===== src/rtl/core_pkg.sv =====
// core_pkg: shared LETC core types and constants used by the fetch stage.
package core_pkg;
    typedef logic [31:0] word_t;

    localparam word_t RESET_PC = 32'h00000000;
    localparam word_t PC_INCR  = 32'd4;

    typedef enum logic [1:0] {FETCH, FULL, SQUASH, FAULT} fetch_state_e;

    typedef struct packed {
        word_t addr;
        logic  valid;
    } mmu_instr_req_s;

    typedef struct packed {
        word_t data;
        logic  ready;
        logic  illegal;
    } mmu_instr_rsp_s;

    typedef struct packed {
        logic  valid;
        word_t pc;
        word_t instr;
    } s1_to_s2_s;

    typedef struct packed {
        logic  branch_en;
        word_t branch_target_addr;
    } s2_to_s1_s;

    typedef struct packed {
        word_t pc;
        word_t instr;
        logic  fault;
    } fetch_entry_s;
endpackage


===== src/rtl/core_fetch_skid.sv =====
// core_fetch_skid: one-entry holding register between the icache and the s2 output register.
module core_fetch_skid import core_pkg::*; (
    input  logic         i_clk,
    input  logic         i_rst,
    input  logic         i_push,
    input  logic         i_pop,
    input  logic         i_flush,
    input  fetch_entry_s i_entry,
    output logic         o_valid,
    output fetch_entry_s o_entry
);
    logic         valid_d, valid_q;
    fetch_entry_s entry_d, entry_q;

    always_comb begin
        valid_d = i_flush ? 1'b0 : i_push ? 1'b1 : i_pop ? 1'b0 : valid_q;
        entry_d = i_push ? i_entry : entry_q;
    end

    always_ff @(posedge i_clk) begin
        if (i_rst) begin
            valid_q <= 1'b0;
            entry_q <= '0;
        end else begin
            valid_q <= valid_d;
            entry_q <= entry_d;
        end
    end

    assign o_valid = valid_q;
    assign o_entry = entry_q;
endmodule


===== src/rtl/core_fetch_ctrl.sv =====
// core_fetch_ctrl: stage-1 fetch sequencer; owns the PC, drives icache requests,
// presents fetched instructions to s2 and applies s2 redirects.
module core_fetch_ctrl import core_pkg::*; #(
    parameter word_t RESET_PC = core_pkg::RESET_PC
) (
    input  logic           i_clk,
    input  logic           i_rst,
    output mmu_instr_req_s o_instr_req,
    input  mmu_instr_rsp_s i_instr_rsp,
    output s1_to_s2_s      o_s1_to_s2,
    output logic           o_fetch_fault,
    input  logic           i_stall,
    input  s2_to_s1_s      i_s2_to_s1
);
    fetch_state_e state_d, state_q;
    word_t        fetch_pc_d, fetch_pc_q, squash_addr_d, squash_addr_q;
    logic         out_valid_d, out_valid_q;
    fetch_entry_s out_d, out_q, cap_entry, skid_entry;
    logic         skid_valid, redirect, req_valid, done, cap, consume, load_out, push, pop;

    core_fetch_skid u_skid (
        .i_clk   (i_clk),
        .i_rst   (i_rst),
        .i_push  (push),
        .i_pop   (pop),
        .i_flush (redirect),
        .i_entry (cap_entry),
        .o_valid (skid_valid),
        .o_entry (skid_entry)
    );

    always_comb begin
        redirect  = i_s2_to_s1.branch_en;
        req_valid = !i_rst && (state_q == FETCH || state_q == SQUASH);
        done      = req_valid && i_instr_rsp.ready;
        cap       = state_q == FETCH && done && !redirect;
        consume   = out_valid_q && !i_stall;
        load_out  = !out_valid_q || consume;
        pop       = load_out && skid_valid;
        push      = cap && !(load_out && !skid_valid);
        cap_entry = '{pc: fetch_pc_q, instr: i_instr_rsp.data, fault: i_instr_rsp.illegal};
    end

    always_ff @(posedge i_clk) begin
        if (i_rst) begin
            state_q       <= FETCH;
            fetch_pc_q    <= RESET_PC;
            squash_addr_q <= RESET_PC;
            out_valid_q   <= 1'b0;
            out_q         <= '0;
        end else begin
            state_q       <= state_d;
            fetch_pc_q    <= fetch_pc_d;
            squash_addr_q <= squash_addr_d;
            out_valid_q   <= out_valid_d;
            out_q         <= out_d;
        end
    end

    // A redirect while a request is still pending must wait out that request in SQUASH.
    always_comb begin
        state_d = state_q;
        if (redirect) state_d = (req_valid && !i_instr_rsp.ready) ? SQUASH : FETCH;
        else case (state_q)
            FETCH:   state_d = !cap ? FETCH : i_instr_rsp.illegal ? FAULT : push ? FULL : FETCH;
            FULL:    state_d = pop ? FETCH : FULL;
            SQUASH:  state_d = done ? FETCH : SQUASH;
            default: state_d = FAULT;
        endcase
    end

    always_comb begin
        fetch_pc_d    = redirect ? i_s2_to_s1.branch_target_addr
                      : (cap && !i_instr_rsp.illegal) ? fetch_pc_q + PC_INCR : fetch_pc_q;
        squash_addr_d = state_q == SQUASH ? squash_addr_q : fetch_pc_q;
        out_valid_d   = redirect ? 1'b0 : load_out ? (skid_valid || cap) : out_valid_q;
        out_d         = load_out ? (skid_valid ? skid_entry : cap_entry) : out_q;
    end

    always_comb begin
        o_instr_req   = '{addr: state_q == SQUASH ? squash_addr_q : fetch_pc_q, valid: req_valid};
        o_s1_to_s2    = '{valid: out_valid_q, pc: out_q.pc, instr: out_q.instr};
        o_fetch_fault = out_valid_q && out_q.fault;
    end
endmodule


===== config.mk =====
export PLATFORM = sky130hd
export DESIGN_NAME = core_fetch_ctrl
export DESIGN_NICKNAME = d
export VERILOG_FILES = /design/src/rtl/core_pkg.sv /design/src/rtl/core_fetch_skid.sv /design/src/rtl/core_fetch_ctrl.sv
export SDC_FILE = /design/constraint.sdc
export NUM_CORES = 1
export LEC_CHECK = 0
export ABC_AREA = 0
export ABC_CLOCK_PERIOD_IN_PS = 8200
export CORE_MARGIN = 4
export CORE_UTILIZATION = 56
export DETAILED_ROUTE_END_ITERATION = 10
export PLACE_DENSITY = 0.93
export SKIP_CTS_REPAIR_TIMING = 1
export SYNTH_ARGS = -nofsm -noshare
export SYNTH_HDL_FRONTEND = slang
export SYNTH_SLANG_ARGS = --single-unit

===== constraint.sdc =====
create_clock -name i_clk -period 8.2 [get_ports i_clk]
set_input_delay 2.46 -clock i_clk [delete_from_list [all_inputs] [get_ports i_clk]]
set_output_delay 2.46 -clock i_clk [all_outputs]
set_load 0.03 [all_outputs]

* Word-level counts from Yosys, hierarchy flattened
Index checks and enable logic that the tools add are counted.
W data, S select, Z words.
** Word-level totals
- Flip-flop bits (word level) :: 198
- Bits in latches :: 0
- Bits in writable memories :: 0
- ROM bits :: 0
- Bits of input ports :: 70
- Output and inout port bits :: 99
- Word-level logic and storage cells :: 54
- Memories kept :: 0
** Cells by class
- $add $sub $neg :: 1
- $mul :: 0
- Divide/modulo/power cells :: 0
- Order comparisons :: 0
- Equality and inequality tests :: 2
- Shift-type cells :: 0
- Mux-type cells :: 14
- Bitwise operators :: 0
- Reduce and logical (&&, ||, !) cells :: 26
** Operators by type and width (number)
- $mux W32 :: 3
- $mux W65 :: 1
- $add A32 B3 Y32 const B :: 1
- $logic_and A1 B1 Y1 :: 11
- $mux W2 :: 5
- $logic_not A1 Y1 :: 8
- $pmux W2 S3 :: 1
- $mux W1 :: 4
- $reduce_bool A2 Y1 :: 2
- $logic_or A1 B1 Y1 :: 3
- $eq A2 B1 Y1 const B :: 1
- $eq A2 B2 Y1 const B :: 1
- $logic_not A2 Y1 :: 1
- $reduce_or A2 Y1 :: 1

* Logic depth before layout (Yosys ltp)
Gate-level depths: netlist of run 1.
- Depth after elaboration :: 12
- Gate-level depth with buffers :: 8
- Mapped depth without buffers :: 5

* By module
Synthesis of run 1 repeated with hierarchy kept, for this count alone.
** Second synthesis, totals
- Cell total of the unflattened synthesis :: 959
- Area total of the unflattened synthesis :: 9102.5 um^2
** Modules (own cells, without submodules)
- core_fetch_ctrl :: times used 1, cells an instance 745, area an instance 6713.9 um^2, sequential area each 2642.5 um^2
- core_fetch_skid :: times used 1, cells an instance 214, area an instance 2388.5 um^2, sequential area each 1321.3 um^2

* Worst setup path before layout of run 1
Ideal clock, no wire load.
- Path type :: input to output
- Start point :: in i_rst
- End point :: out o_instr_req[0] (netlist bit)
- Arrival :: 3.502 ns
- Data required time :: 5.740 ns
- Path slack :: 2.238 ns
- Stages on the path :: 5
- Buffers on the path :: 4
- Cell sequence :: clkbuf_1 -> clkbuf_1 -> buf_1 -> nor2_1 -> buf_4
** Between the ends
- Cells in the longest elaborated chain, start to end :: 2
** Ends and longest elaborated chain
- start, declared :: RTL line core_fetch_ctrl.sv:7 : input logic i_rst,
- $logic_not A1 Y1 :: RTL line core_fetch_ctrl.sv:34 : req_valid = !i_rst && (state_q == FETCH || state_q == SQUASH);
- $logic_and A1 B1 Y1 :: RTL line core_fetch_ctrl.sv:34
- end, declared :: RTL line core_fetch_ctrl.sv:8 : output mmu_instr_req_s o_instr_req,
Every way passes these cells.

==> results_dict.tcl, run 1 <==
set metrics [dict create \
    ant_nets 0 \
    fillers 1159 \
    total_power_w 0.00224 \
    cp.depth 3 \
    cts_tree "yes" \
    worst-path-max-fanout 124 \
    ff2ff_setup_slack_ps 5470 \
    power.leakage_nw 3.71 \
    slowest_stage "clkdlybuf4s50_1" \
    row_count 45 \
    first_pass_iters 5 \
    power_density_nw_per_um2 208 \
    path_class "primary input to output pin" \
    report.final.slew_viol_count 0 \
    yosysWarnings 0 \
    grt_max_degree 125 \
    core_area_um2 15400 \
    worstMarginPinSlew_ps 1030 \
    fin_crit_ps 6400 \
    syn_inst 1032 \
    io_buffers 168 \
    end_kind "output pin" \
    drive_gt1_share_pct 7.13 \
    io_pins 169 \
    yosysUniqueCellTypes 52 \
    critical_path.max_stage_delay_ps 640 \
    vias 7470 \
    avgSynthCellArea_um2 8.68 \
    async_reset_ff_share_pct 0 \
    n_antenna_cell 0 \
    crit_family "buffers and inverters" \
    worstPathArrival_ps 3940 \
    status "complete, no violations" \
    synth-seq-area-share_pct 44.2 \
    clk_pin_slew_ps 70 \
    totalWireLength_um 22300 \
    relSlewSlack_pct 30.4 \
    vias_per_cell 5.79 \
    drt_iter0_markers 611 \
    place_congestion 0.868 \
    finalSetupViolations 0 \
    syn_nets 1103 \
    start_util_pct 58.1 \
    antenna_found_initial 0 \
    reg2reg_from "state_q[0]" \
    fin_skew_ps 10.2 \
    critPathRequiredTime_ps 5740 \
    cp_cell_sequence "buf_6 -> nor2_1 -> clkdlybuf4s50_1" \
    clk_latency_ps 430 \
    clock_sinks 198 \
    drv_cap 0 \
    wl_per_cell_um 17.3 \
    cts.htree.levels 4 \
    cts_root_buf "clkbuf_16" \
    ys_ff_latch 198 \
    finalCritPeriodShare_pct 78.0 \
    die-height_um 135 \
    drc_errors 0 \
    ir_drop_mv 0.155 \
    dieArea_um2 18100 \
    rr_endpoint "fetch_pc_q[17]" \
    grtUsageTotal_pct 24.1 \
    synth_top_flop_cell "dfxtp_1" \
    synth_area_um2 8960 \
    grt_pass1_vias 7054 \
    rsz0062_at_grt "false" \
    crit_start "i_rst" \
    fmax_ghz 0.156 \
    cts_buffer_depth 2 \
    grt_first_pass_wirelength_um 35500 \
    dp_hpwl_um 14500 \
    die-width_um 135 \
    grt-ovfl-total 0 \
    setup.worst_path.end "o_instr_req[0]" \
    startpoint_type "primary input" \
    reg2regPathDepth 4 \
    fin_tns_setup_ps 0 \
    critPathBufInv 2 \
    area_growth_pct 20.3 \
    hold_violations 0 \
    min_path_type "register to register" \
    numCtsBuffers 17 \
    nets 1139 \
    synth_edf_count 0 \
]
[placed cells by master, fill, tap and decap left out, types with 7 or more instances in the layout]
cell             instances
buf_4                    7
inv_1                    7
or4_1                    9
nor3_1                   7
clkbuf_16               17
dfxtp_1                197
clkdlybuf4s50_1        167
nor2_1                 100
o31ai_1                 10
a211oi_1                73
nand4_1                 13
a311oi_1                11
mux2_2                  31
mux2i_1                 68
nand2_1                151
nor2b_1                 35
a21oi_1                 73
nand3_1                 12
and4_1                   7
nor4_1                   9
[per-stage QoR]
stage               utilization, %  instances  setup WS (ps)  hold slack, ps  instance area [um2]
global route                  69.9       1291           1730             470                10800
finish                        69.9       1291           1800             454                10800
CTS                           69.9       1291           1810             455                10800
detailed placement            65.6       1260           1810             446                10100
floorplan                        -       1032           2240             436                 8960
global placement              65.6       1260           1820             441                10100
[routing by layer]
| layer | vias to the layer above | part of all wire [%] | GRT usage, % |
|---|---|---|---|
| met1 | 3502 | 43 | 31.6 |
| met5 | - | 0 | 0 |
| li1 | 3614 | - | - |
| met4 | 0 | 2.3 | 8.71 |
| met2 | 310 | 48 | 39.1 |
| met3 | 44 | 7.1 | 5.74 |
[area by class of cell]
class | count | area [um2] | area share, %
multi-input combinational | 668 | 4130 | 38.3
sequential | 198 | 3970 | 36.8
timing repair buffer | 175 | 1740 | 16.1
clock buffer | 20 | 457 | 4.24
tap | 211 | 264 | 2.45
clock inverter | 11 | 198 | 1.83
inverter | 8 | 30.0 | 0.279
[synth_stat cells (all sizes together), types with 6 or more instances]
master / n / area share, %
dfxtp: 198 / 44
nand2: 152 / 6.4
nor2: 100 / 4.2
buf: 84 / 6.5
clkbuf: 74 / 3.1
a211oi: 73 / 6.1
a21oi: 73 / 4.1
mux2i: 68 / 7.6
nor2b: 36 / 2.5
mux2: 31 / 3.9
nand4: 13 / 0.91
nand3: 12 / 0.67
a311oi: 11 / 1.1
o31ai: 10 / 0.84
nor4: 9 / 0.63
or4: 9 / 0.75
inv: 8 / 0.34
nor3: 8 / 0.45
and4: 7 / 0.68
xnor2: 6 / 0.59
[how the worst min path moves through the flow]
stage,from,endpoint,cells past startpoint
after floorplan,u_skid.o_entry[0],u_skid.o_entry[0],2
after global placement,u_skid.o_entry[21],u_skid.o_entry[21],2
after detailed placement,u_skid.o_entry[35],u_skid.o_entry[35],2
after CTS,u_skid.o_entry[47],u_skid.o_entry[47],2
after global routing,u_skid.o_entry[1],u_skid.o_entry[1],2
final,u_skid.o_entry[59],u_skid.o_entry[59],2
[kinds of logic after synthesis]
| group | share of synthesized area (%) |
|---|---|
| XOR/XNOR | 0.782 |
| buffers and inverters | 9.91 |
| AND/OR/NAND/NOR | 19.0 |
| multiplexers | 11.5 |
| flip-flops | 44.2 |
| AO/OA/AOI/OAI | 14.4 |
| adder cells (fa/ha/maj) | 0.140 |
[tightest hold or removal path: stages (launching register included)]
cell     delay (ps)
dfxtp_1         310
nand2_1          50
a21oi_1          50
[registers in the layout, summed over array words and instances, names as in the netlist]
name / cells
squash_addr_q: 32
u_skid.o_valid: 1
out_q: 1
state_q: 2
u_skid.o_entry: 65
o_s1_to_s2: 64
out_valid_q: 1
fetch_pc_q: 32
[report_power, final]
part | total, W | internal, W | switching (W)
sequential | 0.00104 | 0.00100 | 0.0000390
combinational | 0.000285 | 0.000130 | 0.000154
clock | 0.000915 | 0.000558 | 0.000356
total | 0.00224 | 0.00169 | 0.000549
(Power assumes the default switching activity.)
==> run 2, diff against run 1 <==
- ABC_CLOCK_PERIOD_IN_PS: 8200 -> 5800
- CORE_UTILIZATION: 56 -> 47
- PLACE_DENSITY: 0.93 -> 0.84
- clock period: 8.2 -> 5.8 ns (I/O delays scaled with it)
==> results_dict.tcl, run 2 (synthesis gave the netlist of run 1 again) <==
set metrics [dict create \
    status "complete, no violations" \
    cts.htree.levels 4 \
    power_density_nw_per_um2 279 \
    area_growth_pct 19.6 \
    fmax_ghz 0.221 \
    min_path_type "register to register" \
    core_area_um2 18700 \
    place_congestion 0.843 \
    fin_crit_ps 4520 \
    vias 7217 \
    dp_hpwl_um 14200 \
    finalSetupViolations 0 \
    layout_common_cells "dfxtp_1 (197), clkdlybuf4s50_1 (167), nand2_1 (151), nor2_1 (100)" \
    clock_sinks 198 \
    first_pass_iters 6 \
    dp_cells 1284 \
    p_clk_share_pct 37.6 \
    finalCritPeriodShare_pct 78.0 \
    crit_family "simple AND/OR/NAND/NOR gates" \
    p_sw_w 0.000779 \
    row_count 50 \
    p_comb_share_pct 13.4 \
    rsz0062_at_grt "false" \
    worst-path-max-fanout 34 \
    slowest_stage "nor2b_4" \
    clk_pin_slew_ps 70 \
    startpoint_type "register" \
    finalWorstSetupSlack_ps 1280 \
    drc_errors 0 \
    totalWireLength_um 21500 \
    power.leakage_nw 3.67 \
    hold_ws_ps 453 \
    path_class "register to output pin" \
    largest_reg_flops 65 \
    cts_root_buf "clkbuf_16" \
    fin_skew_ps 14.5 \
    power.internal_w 0.00222 \
    grt_first_pass_wirelength_um 35200 \
    clk_latency_ps 430 \
    grt_pass1_vias 6847 \
    start_util_pct 47.9 \
    switching_share_pct 26.0 \
    detailedPlace.worstSlack_ps 1360 \
    wl_per_cell_um 16.4 \
    critPathRequiredTime_ps 4060 \
    ant_nets 0 \
    vias_per_cell 5.48 \
    end_kind "output pin" \
    p_seq_share_pct 49.0 \
    placed_cell_area_um2 10200 \
    hold_violations 0 \
    fillers 1638 \
    worstPathArrival_ps 2780 \
    cp_cell_sequence "nor2b_4 -> mux2_2 -> clkdlybuf4s50_1" \
    critical_path.max_stage_delay_ps 880 \
    grt_max_degree 94 \
    critPathBufInv 1 \
    worstMarginPinSlew_ps 1180 \
    drt_iter0_markers 594 \
    report.final.slew_viol_count 0 \
    cts_buffer_depth 2 \
    drive_gt1_share_pct 7.21 \
    drv_cap 0 \
    antenna_found_initial 0 \
    grt-ovfl-total 0 \
    die-width_um 146 \
    numCtsBuffers 17 \
    ir_drop_mv 0.194 \
    relSlewSlack_pct 21.6 \
    grtUsageTotal_pct 19.8 \
    final_area_um2 10700 \
    n_antenna_cell 0 \
    dieArea_um2 21300 \
    die-height_um 146 \
    layout_commonest_cell "dfxtp_1" \
    io_pins 169 \
    nets 1140 \
    cts_tree "yes" \
    fin_tns_setup_ps 0 \
    io_buffers 168 \
    instances_no_fill 1316 \
]
[run 2: cell types whose count changed in the layout (fill, tap and decap cells not counted)]
cell	before	now
clkinv_4	3	1
clkbuf_1	1	2
inv_6	1	2
inv_4	0	1
clkinv_2	1	4
buf_4	7	8
clkinvlp_4	1	2
bufinv_16	5	1
[run 2: worst paths after layout]
check                      from                  to  slack (ps)  cells past startpoint
max                  state_q[1]      o_instr_req[4]        1280                      3
min          u_skid.o_entry[49]  u_skid.o_entry[49]         450                      2
max reg2reg       fetch_pc_q[6]      fetch_pc_q[25]        3040                      4
min reg2reg  u_skid.o_entry[49]  u_skid.o_entry[49]         450                      2
[run 2: layout make-up]
cell class | instances | area [um2] | area share, %
inverter | 8 | 30.0 | 0.280
clock inverter | 11 | 97.6 | 0.910
multi-input combinational | 668 | 4130 | 38.5
tap | 234 | 293 | 2.73
timing repair buffer | 176 | 1740 | 16.3
sequential | 198 | 3970 | 37.0
clock buffer | 21 | 460 | 4.29
[run 2: power by group through the flow]
stage	combinational, W	sequential, W	clock (W)
floorplan	0.000281	0.00147	0
global placement	0.000395	0.00150	0
detailed placement	0.000399	0.00150	0
CTS	0.000402	0.00147	0.00115
global route	0.000427	0.00147	0.00120
finish	0.000400	0.00147	0.00113
[run 2: stage by stage]
step / util [%] / power, W
5_1_grt: 57.3 / 0.00310
2_1_floorplan: - / 0.00175
6_report: 57.3 / 0.00299
3_3_place_gp: 54.3 / 0.00189
3_5_place_dp: 54.3 / 0.00190
4_1_cts: 57.3 / 0.00302
[run 2: worst register-to-register path, cell delays in order (launching register included)]
cell,delay (ps)
dfxtp_1,560
nand4_1,520
or4_1,830
or3_1,410
a2111oi_1,330
[run 2: metal layers]
| metal | global-route usage, % | up-vias | part of all wire, % |
|---|---|---|---|
| met2 | 31.7 | 236 | 47 |
| met5 | 0 | - | 0 |
| met3 | 4.44 | 15 | 6.2 |
| met1 | 27.4 | 3355 | 46 |
| met4 | 4.94 | 0 | 0.85 |
| li1 | - | 3611 | - |
